$ cat config.mk
export PLATFORM = sky130hd
export DESIGN_NAME = uart_transmitter
export DESIGN_NICKNAME = d
export VERILOG_FILES = /design/src/rtl/uart_pkg.sv /design/src/rtl/uart_bit_timer.sv /design/src/rtl/uart_transmitter.sv
export SDC_FILE = /design/constraint.sdc
export NUM_CORES = 1
export LEC_CHECK = 0
export CAP_MARGIN = 20
export CORE_MARGIN = 1.5
export CORE_UTILIZATION = 50
export DETAILED_ROUTE_END_ITERATION = 7
export PLACE_DENSITY = 0.72
export RECOVER_POWER = 50
export SLEW_MARGIN = 0
export SYNTH_ARGS = -nofsm -noshare
export SYNTH_HDL_FRONTEND = slang
export SYNTH_SLANG_ARGS = --single-unit
$ cat constraint.sdc
create_clock -name iClk -period 2.7 [get_ports iClk]
set_input_delay 0.675 -clock iClk [delete_from_list [all_inputs] [get_ports iClk]]
set_output_delay 0.675 -clock iClk [all_outputs]
set_load 0.01 [all_outputs]
$ cat src/rtl/uart_pkg.sv
// Frame format shared by both ends of the serial link.
// Holds the state encoding, the default timing and the parity selection.
package uart_pkg;

    typedef enum logic [2:0] {
        StIdle   = 3'd0,
        StStart  = 3'd1,
        StData   = 3'd2,
        StParity = 3'd3,
        StStop   = 3'd4
    } uart_state_e;

    localparam int unsigned DefClksPerBit = 434;  // 50 MHz / 115200
    localparam int unsigned DefDataBits   = 8;

    localparam bit ParityEven = 1'b0;
    localparam bit ParityOdd  = 1'b1;

endpackage

$ cat src/rtl/uart_bit_timer.sv
// Bit-period counter: runs 0..CLKS_PER_BIT-1 while enabled and flags the terminal count.
// Dropping iEn clears the count so every bit starts from a fresh period.
module uart_bit_timer
    import uart_pkg::*;
#(
    parameter int unsigned CLKS_PER_BIT = DefClksPerBit
) (
    input  logic iClk,
    input  logic iRst,
    input  logic iEn,
    output logic oTick
);

    localparam int unsigned    CntW    = $clog2(CLKS_PER_BIT);
    localparam logic [CntW-1:0] LastCnt = CntW'(CLKS_PER_BIT - 1);

    logic [CntW-1:0] cnt_q, cnt_d;

    assign oTick = iEn && (cnt_q == LastCnt);

    always_comb begin
        cnt_d = cnt_q + CntW'(1);
        if (!iEn || oTick) begin
            cnt_d = '0;
        end
    end

    always_ff @(posedge iClk or posedge iRst) begin
        if (iRst) begin
            cnt_q <= '0;
        end else begin
            cnt_q <= cnt_d;
        end
    end

endmodule

$ cat src/rtl/uart_transmitter.sv
// Serial transmitter: start bit, DATA_BITS data bits LSB first, parity bit, stop bit.
// Accepts one byte per iStart/oReady handshake; oTx is driven from a register.
module uart_transmitter
    import uart_pkg::*;
#(
    parameter int unsigned CLKS_PER_BIT = DefClksPerBit,
    parameter int unsigned DATA_BITS    = DefDataBits,
    parameter bit          PARITY_ODD   = ParityEven
) (
    input  logic                 iClk,
    input  logic                 iRst,
    input  logic                 iStart,
    input  logic [DATA_BITS-1:0] iData,
    output logic                 oReady,
    output logic                 oTx,
    output logic                 oBusy,
    output logic                 oDone
);

    localparam int unsigned     IdxW    = $clog2(DATA_BITS);
    localparam logic [IdxW-1:0] LastIdx = IdxW'(DATA_BITS - 1);

    uart_state_e          state_q, state_d;
    logic [DATA_BITS-1:0] shift_q, shift_d;
    logic [IdxW-1:0]      idx_q, idx_d;
    logic                 parity_q, parity_d;
    logic                 tx_q, tx_d;
    logic                 tick;

    uart_bit_timer #(
        .CLKS_PER_BIT(CLKS_PER_BIT)
    ) u_bit_timer (
        .iClk (iClk),
        .iRst (iRst),
        .iEn  (state_q != StIdle),
        .oTick(tick)
    );

    always_ff @(posedge iClk or posedge iRst) begin
        if (iRst) begin
            state_q  <= StIdle;
            shift_q  <= '0;
            idx_q    <= '0;
            parity_q <= 1'b0;
            tx_q     <= 1'b1;
        end else begin
            state_q  <= state_d;
            shift_q  <= shift_d;
            idx_q    <= idx_d;
            parity_q <= parity_d;
            tx_q     <= tx_d;
        end
    end

    always_comb begin
        state_d  = state_q;
        shift_d  = shift_q;
        idx_d    = idx_q;
        parity_d = parity_q;
        unique case (state_q)
            StIdle: begin
                if (iStart) begin
                    state_d  = StStart;
                    shift_d  = iData;
                    parity_d = (^iData) ^ PARITY_ODD;
                end
            end
            StStart: begin
                if (tick) begin
                    state_d = StData;
                    idx_d   = '0;
                end
            end
            StData: begin
                if (tick) begin
                    shift_d = shift_q >> 1;
                    if (idx_q == LastIdx) begin
                        state_d = StParity;
                        idx_d   = '0;
                    end else begin
                        idx_d = idx_q + IdxW'(1);
                    end
                end
            end
            StParity: begin
                if (tick) begin
                    state_d = StStop;
                end
            end
            StStop: begin
                if (tick) begin
                    state_d = StIdle;
                end
            end
            default: state_d = StIdle;
        endcase
    end

    // Line level is decoded from the next state so the pin changes on the same edge as the FSM.
    always_comb begin
        tx_d = 1'b1;
        unique case (state_d)
            StStart:  tx_d = 1'b0;
            StData:   tx_d = shift_d[0];
            StParity: tx_d = parity_d;
            default:  tx_d = 1'b1;
        endcase
        oTx    = tx_q;
        oReady = (state_q == StIdle);
        oBusy  = (state_q != StIdle);
        oDone  = (state_q == StStop) && tick;
    end

endmodule

-- After elaboration in Yosys (flattened, before gate mapping)
Cells that the tools add are included.
- latch bits: 0
- memories kept: 0
- bits in writable memories: 0
- input port bits: 11
- word-level logic and storage cells: 50
- flip-flop bits (word level): 25
- ROM bits: 0
- reductions and logical operators: 11
- $add $sub $neg: 2
- $lt $le $gt $ge: 0
- multiply operators: 0
- equality and inequality tests: 12
- divide/modulo/power cells: 0
- bitwise gates (word level): 0
- shift operators: 0
- multiplexer cells: 18
- operators with widths (cell ; count):
    2-to-1 mux 3 bit ; 9
    2-to-1 mux 8 bit ; 2
    case mux 8 bit (2 select lines) ; 1
    case mux 3 bit (5 select lines) ; 1
    == test 3 x 2 -> 1 bit, second input constant ; 4
    adder 9 x 1 -> 9 bit, second input constant ; 1
    == test 9 bit, second input constant ; 1
    2-to-1 mux 9 bit ; 1
    XOR reduction 8 bit ; 1
    == test 3 x 1 -> 1 bit, second input constant ; 2
    == test 3 bit, second input constant ; 2
    != test 2 bit, second input constant ; 3
    case mux 3 bit (2 select lines) ; 1
    AND reduction 3 bit ; 2
    nonzero test 2 bit ; 2
    adder 3 x 1 -> 3 bit, second input constant ; 1
    zero test 3 bit ; 1
    case mux 1 bit (3 select lines) ; 1
    nonzero test 3 bit ; 1
    logical AND 1 bit ; 2
    2-to-1 mux 1 bit ; 2
    zero test 1 bit ; 1
    logical OR 1 bit ; 1

-- Logic depth before layout (Yosys ltp)
- depth after elaboration: 6
- gate-level depth with buffers: 7
- depth with buffers taken out: 7

-- Cells and area by module
A second synthesis with hierarchy kept.
- cells, all modules: 139
- area total of the unflattened synthesis: 1358.8 um^2
- by module, submodules not included (module ; area each (um^2) ; times used ; cells each):
    uart_transmitter ; 868.3 ; 1 ; 90
    uart_bit_timer ; 490.5 ; 1 ; 49

-- Least setup slack after synthesis
Ideal clock, no wire load.
- path kind: flip-flop to output port
- from: register u_bit_timer.cnt_q[2]
- to: output oDone
- data arrival time: 1.377 ns
- stages on the path, launching flop included: 4
- path slack: 0.648 ns
- cell sequence: dfrtp_1 or4b_4 buf_6 nor3_1
- cells in the longest elaborated chain, start to end: 3
- ends and longest elaborated chain (item ; line ; text):
    from (decl) ; uart_bit_timer.sv:17 ; logic [CntW-1:0] cnt_q, cnt_d;
    from (signal assigned) ; uart_bit_timer.sv:32 ; cnt_q <= cnt_d;
    == test 9 bit ; uart_bit_timer.sv:19 ; assign oTick = iEn && (cnt_q == LastCnt);
    logical AND 1 bit ; uart_bit_timer.sv:19 ;
    logical AND 1 bit ; uart_transmitter.sv:111 ; oDone = (state_q == StStop) && tick;
    to (decl) ; uart_transmitter.sv:17 ; output logic oDone
Every way passes these cells.

-- Worst setup path in the final report
Ends and elaborated chain as after synthesis.

==> run summary <==
Fin worst setup slack = 0.168 ns
Final Slew Violations = 0
CP Capture Type = primary output
I/O pin count = 15
Initial DRC count = 30
Netlist Area Pre-Place = 1310 sq um
CTS max path bufs = 2
Grt total ovfl = 0
Total die area = 2930 sq um
Layout cell share with drive strength beyond 1 = 8.97%
Hold_ws = 0.491 ns
First-pass GRT wire length = 4.03 mm
DPL Wire Length = 1.77 mm
Post-CTS Hold Buffers = 0
Clock transition at path regs = 0.13 ns
Register area share after synthesis = 48.0%
Core box area = 2480 sq um
Post-synth top cells = 24 x dfrtp_1, 23 x nand2_1, 14 x nor2_1
Wirelength per Cell = 12.8 um
Crit path from = u_bit_timer.cnt_q[2]$_DFF_PP0_
Worst vdd ir = 0.000272 V
CP Data Required Time = 2.03 ns
Main synth FF type = dfrtp_1
CTS tree = yes
Setup TNS = 0 ns
IO buf count = 14
HP Start = shift_q[3]$_DFFE_PP0P_
# diodes = 0
Worst Hold Class = flip-flop to flip-flop
Synth warn = 0
Crit-path max FO = 8
Initial core utilization = 52.7%
Final Hold Violating Endpoints = 0
Clock sink total = 25
Gr usage total = 19.4%
Nets = 172
Fillcell total = 213
Synth async-reset ratio = 100%
DR vias/cell = 5.44
Antenna violations before repair = 0
Final setup violation count = 0
Row cnt = 18
Antenna viol nets, final = 0
Number of global-route vias before repair = 915
Max-cap violations = 0
Yosys top cell by area = dfrtp_1
Area of the multi-input gates = 639 sq um
RSZ-0062 raised after global routing = no
Final Wtd Congestion = 0.856
Worst skew pair latency = 0.31 ns
Clock Skew = 0.00422 ns
Tmin final = 2.53 ns
DR DRC count = 0
Initial DRT Pass Iterations = 4
Storage element area = 627 sq um
Worst setup path class = flip-flop to primary output
Yosys reg bits = 25
CTS HTree Levels = 1
Largest net degree at the start of global routing = 26
Root Driver = clkbuf_4
Post-synth top area share = 46.0%
Synth-to-Final Area Change = 17.3%
Syn Nets = 151
Leakage = 0.704 nW
Final wirelength = 2.38 mm
Crit share post-route = 93.8%
Post-synth cell types = 31
Die width = 54.1 um
Number of flops mapped to enable cells by yosys = 0
Cells after Synth = 136
Fmax = 395 MHz
Number of buffers created by CTS = 3
Most frequent cell after synthesis = dfrtp_1
Pre-CTS WS = 0.223 ns
CP arrival = 1.86 ns
Max_slew headroom = 14.0%
Power Density = 378 nW/um^2
Run status = completed
Via count = 1012
Worst r2r src = u_bit_timer.cnt_q[2]$_DFF_PP0_
Largest cells by area after synthesis = dfrtp_1 46%, xnor2_1 6.7%, nand2_1 6.6%
Least-Margin Pin Slew = 1.29 ns
Syn avg cell area = 9.60 sq um
Critical path launch point type = flip-flop
Chip height = 54.1 um
[per-layer routing]
layer | up-vias | track usage, % | part of all wire, %
met1 | 487 | 25.2 | 47
li1 | 505 | - | -
met3 | 2 | 2.50 | 3.7
met4 | 0 | 7.50 | 0.42
met5 | - | 0 | 0
met2 | 18 | 32.9 | 49
[critical path, cell delays in order (launching register included)]
cell,delay (ns)
dfrtp_1,0.44
or4b_4,0.61
nor3_1,0.21
dlygate4sd2_1,0.29
[path summary, 6_finish.rpt]
check / end / slack [ns] / cells past startpoint
worst min register to register: shift_q[3]$_DFFE_PP0P_ / 0.49 / 2
max in group asynchronous: u_bit_timer.cnt_q[8]$_DFF_PP0_ / 0.74 / 3
worst max-delay path: oDone / 0.17 / 3
worst max register to register: oTx$_DFF_PP1_ / 0.58 / 5
min in group asynchronous: parity_q$_DFF_PP0_ / 1.21 / 3
worst min-delay path: shift_q[3]$_DFFE_PP0P_ / 0.49 / 2
[sequential cells by signal, indices dropped and copies added (netlist names)]
| signal | cells |
|---|---|
| u_bit_timer.cnt_q | 9 |
| idx_q | 3 |
| shift_q | 8 |
| parity_q | 1 |
| state_q | 3 |
| oTx | 1 |
[cell type report]
cell class,count,share of cell area (%)
clock buffer,4,1.71
inverter,6,1.47
multi-input combinational,101,41.7
sequential,25,40.9
tap,30,2.45
timing repair buffer,20,11.8
[report_power, final]
part / internal [mW] / switching (mW) / total [mW] / leakage [nW]
clock: 0.0577 / 0.105 / 0.163 / 0.0150
sequential: 0.374 / 0 / 0.374 / 0.321
combinational: 0.0240 / 0.0188 / 0.0428 / 0.368
[per-stage QoR]
stage	cell area [sq um]	total power, mW	util [%]	std cells
after floorplan	1310	0.404	-	136
after global placement	1500	0.426	60.5	181
after detailed placement	1500	0.427	60.5	181
after CTS	1530	0.588	61.8	186
after global routing	1530	0.609	61.9	186
final	1530	0.580	61.9	186
[cells in the final DEF (no fill, tap or decap), types with 2 or more instances in the layout]
master,Yosys,routed
a21oi_1,2,2
a22o_1,4,4
a22oi_1,7,7
buf_4,0,5
clkbuf_1,3,2
clkbuf_4,0,3
clkdlybuf4s50_1,0,11
dfrtp_1,24,24
dlygate4sd3_1,0,2
ha_1,4,4
inv_1,6,6
nand2_1,23,23
nand3_1,4,4
nor2_1,14,14
nor2b_1,2,2
nor3_1,7,6
o21ai_0,7,7
xnor2_1,10,10
xor2_1,3,3
[cells by family after synthesis]
kind of cell	count (synthesis)	synth area share [%]
buf+inv	10	3.45
compound gates	23	12.3
fa+ha+maj	4	3.83
xor+xnor	13	8.72
flops	25	48.0
simple gates	60	23.0
mux	1	0.766
[repair_timing]
| action | CTS | global route |
|---|---|---|
| endpoints found under the setup margin | 1 | 2 |
| buffers inserted | 1 | 0 |
| resized for setup | 1 | 1 |
Note: power is estimated with default switching activity, not from simulation.
